$ cat src/rtl/gate_array_pipe.sv
// Registered WIDTH-bit two-operand gate array with a valid/ready handshake and a two-entry skid buffer.
// Optional feature: define GATE_PIPE_PARITY_EN to add the out_parity port (^y) and its storage.
module gate_array_pipe #(
    parameter int WIDTH = 8
) (
    input  logic             clk,
    input  logic             rst_n,
    input  logic             in_valid,
    output logic             in_ready,
    input  logic [WIDTH-1:0] a,
    input  logic [WIDTH-1:0] b,
    input  logic [2:0]       op,
    output logic             out_valid,
    input  logic             out_ready,
    output logic [WIDTH-1:0] y,
    output logic             y_all,
`ifdef GATE_PIPE_PARITY_EN
    output logic             y_any,
    output logic             out_parity
`else
    output logic             y_any
`endif
);

`ifdef GATE_PIPE_PARITY_EN
    localparam int PAR_W = 1;
`else
    localparam int PAR_W = 0;
`endif
    // Entry layout, LSB first: result, all-ones flag, any-one flag, then parity when enabled.
    localparam int ENTRY_W = WIDTH + 2 + PAR_W;

    typedef enum logic [1:0] {
        ST_EMPTY = 2'd0,
        ST_ONE   = 2'd1,
        ST_FULL  = 2'd2
    } state_t;

    function automatic logic parity_f(input logic [WIDTH-1:0] v);
        return ^v;
    endfunction

    state_t             state_r;
    logic [ENTRY_W-1:0] main_r;
    logic [ENTRY_W-1:0] skid_r;
    logic               in_ready_r;
    logic               out_valid_r;
    logic [WIDTH-1:0]   res_s;
    logic [ENTRY_W-1:0] entry_s;
    logic               in_xfer_s;
    logic               out_xfer_s;

    assign in_xfer_s  = in_valid & in_ready_r;
    assign out_xfer_s = out_valid_r & out_ready;

    // Bitwise operation selected by op.
    always_comb begin
        res_s = '0;
        case (op)
            3'd0:    res_s = a & b;
            3'd1:    res_s = a | b;
            3'd2:    res_s = a ^ b;
            3'd3:    res_s = ~(a & b);
            3'd4:    res_s = ~(a | b);
            3'd5:    res_s = ~(a ^ b);
            3'd6:    res_s = a & ~b;
            3'd7:    res_s = a;
            default: res_s = a;
        endcase
    end

    // Pack the result and its reduction flags into one stage entry.
    always_comb begin
        entry_s = '0;
`ifdef GATE_PIPE_PARITY_EN
        entry_s = {parity_f(res_s), |res_s, &res_s, res_s};
`else
        entry_s = {|res_s, &res_s, res_s};
`endif
    end

    // Skid FSM: main entry drives the outputs, skid holds the second accepted result.
    always_ff @(posedge clk or negedge rst_n) begin
        if (!rst_n) begin
            state_r     <= ST_EMPTY;
            main_r      <= '0;
            skid_r      <= '0;
            in_ready_r  <= 1'b1;
            out_valid_r <= 1'b0;
        end else begin
            case (state_r)
                ST_EMPTY: begin
                    if (in_xfer_s) begin
                        main_r      <= entry_s;
                        state_r     <= ST_ONE;
                        out_valid_r <= 1'b1;
                    end
                end
                ST_ONE: begin
                    if (in_xfer_s && out_xfer_s) begin
                        main_r <= entry_s;
                    end else if (in_xfer_s) begin
                        skid_r     <= entry_s;
                        state_r    <= ST_FULL;
                        in_ready_r <= 1'b0;
                    end else if (out_xfer_s) begin
                        state_r     <= ST_EMPTY;
                        out_valid_r <= 1'b0;
                    end
                end
                ST_FULL: begin
                    if (out_xfer_s) begin
                        main_r     <= skid_r;
                        state_r    <= ST_ONE;
                        in_ready_r <= 1'b1;
                    end
                end
                default: begin
                    state_r     <= ST_EMPTY;
                    in_ready_r  <= 1'b1;
                    out_valid_r <= 1'b0;
                end
            endcase
        end
    end

    assign in_ready   = in_ready_r;
    assign out_valid  = out_valid_r;
    assign y          = main_r[WIDTH-1:0];
    assign y_all      = main_r[WIDTH];
    assign y_any      = main_r[WIDTH+1];
`ifdef GATE_PIPE_PARITY_EN
    assign out_parity = main_r[WIDTH+2];
`endif

endmodule

$ cat config.mk
export PLATFORM = sky130hd
export DESIGN_NAME = gate_array_pipe
export DESIGN_NICKNAME = d
export VERILOG_FILES = /design/src/rtl/gate_array_pipe.sv
export SDC_FILE = /design/constraint.sdc
export NUM_CORES = 1
export LEC_CHECK = 0
export ABC_AREA = 1
export CAP_MARGIN = 10
export CELL_PAD_IN_SITES_DETAIL_PLACEMENT = 0
export CELL_PAD_IN_SITES_GLOBAL_PLACEMENT = 1
export CORE_ASPECT_RATIO = 0.7
export CORE_MARGIN = 2
export CORE_UTILIZATION = 41
export CTS_CLUSTER_SIZE = 20
export DETAILED_ROUTE_END_ITERATION = 12
export GPL_ROUTABILITY_DRIVEN = 0
export HOLD_SLACK_MARGIN = 0.03
export PLACE_DENSITY = 0.9
export SLEW_MARGIN = 20
export SYNTH_ARGS = -nofsm -noshare
export SYNTH_HDL_FRONTEND = slang
export SYNTH_SLANG_ARGS = --single-unit
$ cat constraint.sdc
create_clock -name clk -period 4.61 [get_ports clk]
set_clock_uncertainty 0.1 [all_clocks]
set_input_delay 0.922 -clock clk [delete_from_list [all_inputs] [get_ports clk]]
set_output_delay 0.922 -clock clk [all_outputs]
set_load 0.01 [all_outputs]
**Yosys cells after proc, flatten, opt, wreduce, memory -nomap -nowiden**

Cells that the tools add are included.
W data, S select, Z words.

- Bitwise logic cells: 13
- Equality and inequality tests: 17
- Multiplexer cells: 20
- Reduce and logical (&&, ||, !) cells: 11

Operators with widths:

| cell | count |
|---|---|
| $pmux W8 S8 | 1 |
| $not A8 Y8 | 4 |
| $mux W10 | 3 |
| $pmux W10 S3 | 1 |
| $and A8 B8 Y8 | 2 |
| $ne A2 B2 Y1 const B | 7 |
| $eq A3 B3 Y1 const B | 4 |
| $reduce_and A4 Y1 | 3 |
| $mux W2 | 5 |
| $or A8 B8 Y8 | 1 |
| $reduce_and A8 Y1 | 1 |
| $reduce_or A8 Y1 | 1 |
| $xor A8 B8 Y8 | 1 |
| $mux W1 | 7 |
| $eq A3 B2 Y1 const B | 2 |
| $pmux W1 S3 | 2 |
| $pmux W2 S3 | 1 |
| $reduce_and A5 Y1 | 1 |
| $eq A3 B1 Y1 const B | 1 |
| $logic_not A3 Y1 | 1 |
| $ne A3 B3 Y1 const B | 1 |
| $not A1 Y1 | 3 |
| $reduce_and A3 Y1 | 1 |
| $reduce_bool A3 Y1 | 1 |
| other kinds (5) | 6 |

- Logic and storage cells: 66
- Output and inout port bits: 12
- Input bits: 23
- Register bits: 24

**Logic depth before layout (Yosys ltp)**

- Depth after elaboration: 6
- Mapped depth: 13
- Depth with buffers taken out: 13

**Worst setup path before layout**

OpenSTA, ideal clock, no wires.

- Path kind: in2reg
- Start: input op[1]
- End: register main_r[9]
- Library setup time: 0.117 ns
- Required time: 4.393 ns
- Setup slack: 2.342 ns
- Stages on the path: 12
- Arrival: 2.052 ns
- Buffers on the path: 2
- Cells stage by stage: buf_6 nor2_4 nand2_2 inv_2 buf_4 nand2_1 nand2_1 nand2_1 nor2_1 nand3_1 nand2_1 nand2_1

- Cells in the longest elaborated chain, start to end: 5
- Elaborated cells on any way between the ends: 13
- Those cells by class: eq/ne (7); mux (4); reduce/logical (2)

RTL lines:

| item | RTL line | text |
|---|---|---|
| from (decl) | 12 | `input logic [2:0] op,` |
| $eq A3 B3 Y1 (tied with other cells) | 59 | `case (op)` |
| $pmux W8 S8 (*) | 59 |  |
| $reduce_or A8 Y1 (*) | 78 | `entry_s = {\|res_s, &res_s, res_s};` |
| $mux W10, on equally long branches | 100, 93 |  |
| $pmux W10 S3 (*) | 91 | `case (state_r)` |
| to (signal assigned) | 94 | `main_r <= entry_s;` |
| to (signal assigned) | 101 | `main_r <= entry_s;` |
| to (signal assigned) | 113 | `main_r <= skid_r;` |
| to (decl) | 44 | `logic [ENTRY_W-1:0] main_r;` |

Mark *: on every way between the ends. The rest lies on a longest branch, timed or not. The select of a mux whose other input is x is not followed.
A chain may end at the register's enable or synchronous reset.

**Worst setup path after layout**

- Start: input op[0]
- End: register skid_r[8]

- Cells in the longest elaborated chain, start to end: 3
- Elaborated cells on any way between the ends: 10
- Those cells by class: eq/ne (7); mux (1); reduce/logical (2)

RTL lines:

| item | RTL line | text |
|---|---|---|
| $eq A3 B3 Y1 (tied with other cells) | 59 |  |
| $pmux W8 S8 (*) | 59 |  |
| $reduce_and A8 Y1 (*) | 78 |  |
| to (signal assigned) | 103 | `skid_r <= entry_s;` |
| to (decl) | 45 | `logic [ENTRY_W-1:0] skid_r;` |

Mark *: on every way between the ends. The rest lies on a longest branch, timed or not.

==> results.sh <==
export IMPL_synth_most_common_cell="nand2_1"
export IMPL_cp_startpoint="op[0]"
export IMPL_ir_drop_mv=0.257
export IMPL_netlist_area_um2=2440
export IMPL_crit_end="skid_r[8]$_DFFE_PN0P_"
export IMPL_p_sw_share_pct=39.2
export IMPL_finalNetCount=467
export IMPL_cts_tree="done"
export IMPL_via_per_inst=5.08
export IMPL_syn_num_nets=441
export IMPL_clockRootBuffer="clkbuf_8"
export IMPL_hold_viol_final=0
export IMPL_r2r_setup_slack_ns=2.67
export IMPL_ys_seq_area_share_pct=24.7
export IMPL_cp_required_ns=4.71
export IMPL_setup_tns_final_ns=0
export IMPL_worstMarginPinSlew_ns=0.674
export IMPL_drive_gt1_share_pct=4.77
export IMPL_grt_pass1_wl_mm=10.0
export IMPL_antenna_found_initial=0
export IMPL_relSlewSlack_pct=55.0
export IMPL_ant_nets=0
export IMPL_grt_total_usage_pct=19.2
export IMPL_status="completed"
export IMPL_clock_latency_ns=0.27
export IMPL_ys_ff_latch=24
export IMPL_p_int_mw=0.645
export IMPL_period_needed_ns=3.20
export IMPL_sequentialPowerShare_pct=33.2
export IMPL_nFillCells=577
export IMPL_grt_pass1_vias=2241
export IMPL_hpwlAfterDp_mm=4.36
export IMPL_reg2reg_depth=7
export IMPL_design_area_um2=2880
export IMPL_numCtsBuffers=3
export IMPL_ctsHoldBuffers=0
export IMPL_clock_path_buffers=2
export IMPL_numPortBuffers=34
export IMPL_p_per_area_nw_per_um2=368
export IMPL_finalSetupViolCount=0
export IMPL_placed_area_um2=2810
export IMPL_die_h_um=68.6
export IMPL_postCtsSetupBuffers=0
export IMPL_leakage_nw=1.65
export IMPL_switchingPower_mw=0.415
export IMPL_cts_htree_levels=1
export IMPL_post_drt_wl_per_cell_um=11.9
export IMPL_n_antenna_cell=0
export IMPL_grt_max_degree=35
export IMPL_vias=2508
export IMPL_yosys_top_cells_area="dfrtp_1 24%, nand2_1 18%, ha_1 12%"
export IMPL_clk_pin_slew_ns=0.09
export IMPL_reg2reg_from="state_r[1]$_DFFE_PN0P_"
export IMPL_core_um2=5730
export IMPL_reg2reg_to="main_r[4]$_DFFE_PN0P_"
export IMPL_p_comb_share_pct=49.1
export IMPL_arrival_ns=3.30
export IMPL_area_delta_synth_final_pct=17.9
export IMPL_drv_slew=0
export IMPL_start_kind="input port"
export IMPL_finish_utilization_pct=50.3
export IMPL_pin_count=35
export IMPL_start_util_pct=42.6
export IMPL_clkPwrFrac_pct=17.7
export IMPL_synthCells=394
export IMPL_dieArea_um2=6600
export IMPL_ctsResizeCount=0
export IMPL_yosys_area_top_type="dfrtp_1"
export IMPL_grt_overflow_total=0
export IMPL_max_cap_viol_count=0
export IMPL_min_path_type="register to register"
export IMPL_rows=23
export IMPL_async_flop_share_pct=100
export IMPL_timing_fmax_mhz=312
export IMPL_min_period_over_period_pct=69.5
export IMPL_numClockSinks=24
export IMPL_rsz0062_at_grt="no"
export IMPL_synth_top_area_share_pct=23.6
export IMPL_yosysUniqueCellTypes=26
export IMPL_total_power_mw=1.06
export IMPL_drc=0
export IMPL_dr_pass1_iters=4
export IMPL_die_w_um=96.2
export IMPL_drt_wl_total_mm=5.89
export IMPL_cp_max_fo=17
export IMPL_synth_warnings=0
export IMPL_synthFlopType="dfrtp_1"
export IMPL_syn_avg_cell_area_um2=6.20
export IMPL_drt_iter0_drc=163
export IMPL_crit_type="input port to register"
export IMPL_cp_end_kind="register"
export IMPL_synth_edf_count=0
export IMPL_yosys_top_cells_count="120 x nand2_1, 54 x inv_1, 48 x nor2_1"
## cell usage in the layout, fill, tap and decap left out
master,synthesis,layout
dfrtp_1,23,23
nand3_1,26,26
nor2_2,3,3
nand3b_1,10,10
a21oi_1,10,10
clkbuf_8,0,3
buf_4,2,3
inv_1,54,54
nand4_1,23,23
nand2_1,120,120
buf_2,8,1
nor3_1,1,1
nand2_2,1,1
nor2_1,48,48
ha_1,24,24
clkdlybuf4s50_1,0,33
dfstp_2,1,1
o211ai_1,1,1
a211oi_1,1,1
or2_2,2,2
nor2_4,2,2
o21ai_0,19,19
o22ai_1,1,1
o21ai_1,4,4
xor2_1,1,1
bufinv_16,0,1
inv_2,3,3
## cells by family (layout without fill, tap and decap cells)
group / count (synthesis) / after routing / share of synthesized area, %
simple gates: 236 / 236 / 42.8
buf+inv: 73 / 98 / 12.2
compound gates: 36 / 36 / 7.64
fa+ha+maj: 24 / 24 / 12.3
flops: 24 / 24 / 24.7
xor+xnor: 1 / 1 / 0.359
## registers in the layout, indices dropped and copies added, names as in the netlist
name       flops
out_valid      1
skid_r        10
in_ready       1
state_r        2
main_r        10
## layer usage
layer	GRT usage, %	vias up	wire length [µm]
met1	28.6	1126	3030
li1	-	1304	-
met2	29.5	72	2440
met4	3.39	0	53
met3	2.93	6	369
met5	0	-	0
## final cells by class
cell class                      instances  area [µm²]  area share [%]
Tap cell                               75        93.8            3.26
Multi-Input combinational cell        297        1540            53.5
Clock inverter                          1        30.0            1.04
Clock buffer                            3        41.3            1.43
Timing Repair Buffer                   37         358            12.4
Sequential cell                        24         602            20.9
Inverter                               57         214            7.43
## per-stage QoR
stage	setup WS (ns)	std cells	hold slack, ns
3_3_place_gp	1.24	490	0.361
5_1_grt	1.19	494	0.421
2_1_floorplan	2.34	394	0.353
3_5_place_dp	1.17	490	0.365
6_report	1.41	494	0.383
4_1_cts	1.46	494	0.388
## worst min path at each step
stage / start / depth (start not counted) / slack, ns / end
after floorplan: skid_r[3]$_DFFE_PN0P_ / 2 / 0.35 / skid_r[3]$_DFFE_PN0P_
after global placement: main_r[0]$_DFFE_PN0P_ / 2 / 0.36 / main_r[0]$_DFFE_PN0P_
after detailed placement: main_r[7]$_DFFE_PN0P_ / 2 / 0.36 / main_r[7]$_DFFE_PN0P_
after CTS: main_r[7]$_DFFE_PN0P_ / 2 / 0.39 / main_r[7]$_DFFE_PN0P_
after global routing: main_r[6]$_DFFE_PN0P_ / 2 / 0.42 / main_r[6]$_DFFE_PN0P_
final: main_r[2]$_DFFE_PN0P_ / 2 / 0.38 / main_r[2]$_DFFE_PN0P_
## critical path: stages
cell	delay, ns
clkdlybuf4s50_1	0.83
inv_2	0.31
nor2_4	0.41
nand3_1	0.16
nand2_1	0.09
nor2_1	0.05
nand3_1	0.15
nand2_1	0.08
nor2_1	0.10
nand2_1	0.07
o21ai_1	0.13
## power by group through the flow
| stage | Clock (mW) | Sequential (mW) | Combinational, mW |
|---|---|---|---|
| 5_1_grt | 0.202 | 0.364 | 0.607 |
| 3_5_place_dp | 0 | 0.355 | 0.525 |
| 2_1_floorplan | 0 | 0.372 | 0.311 |
| 6_report | 0.188 | 0.352 | 0.521 |
| 4_1_cts | 0.190 | 0.353 | 0.527 |
| 3_3_place_gp | 0 | 0.354 | 0.523 |
No activity file was read; power rests on OpenSTA's default activity.
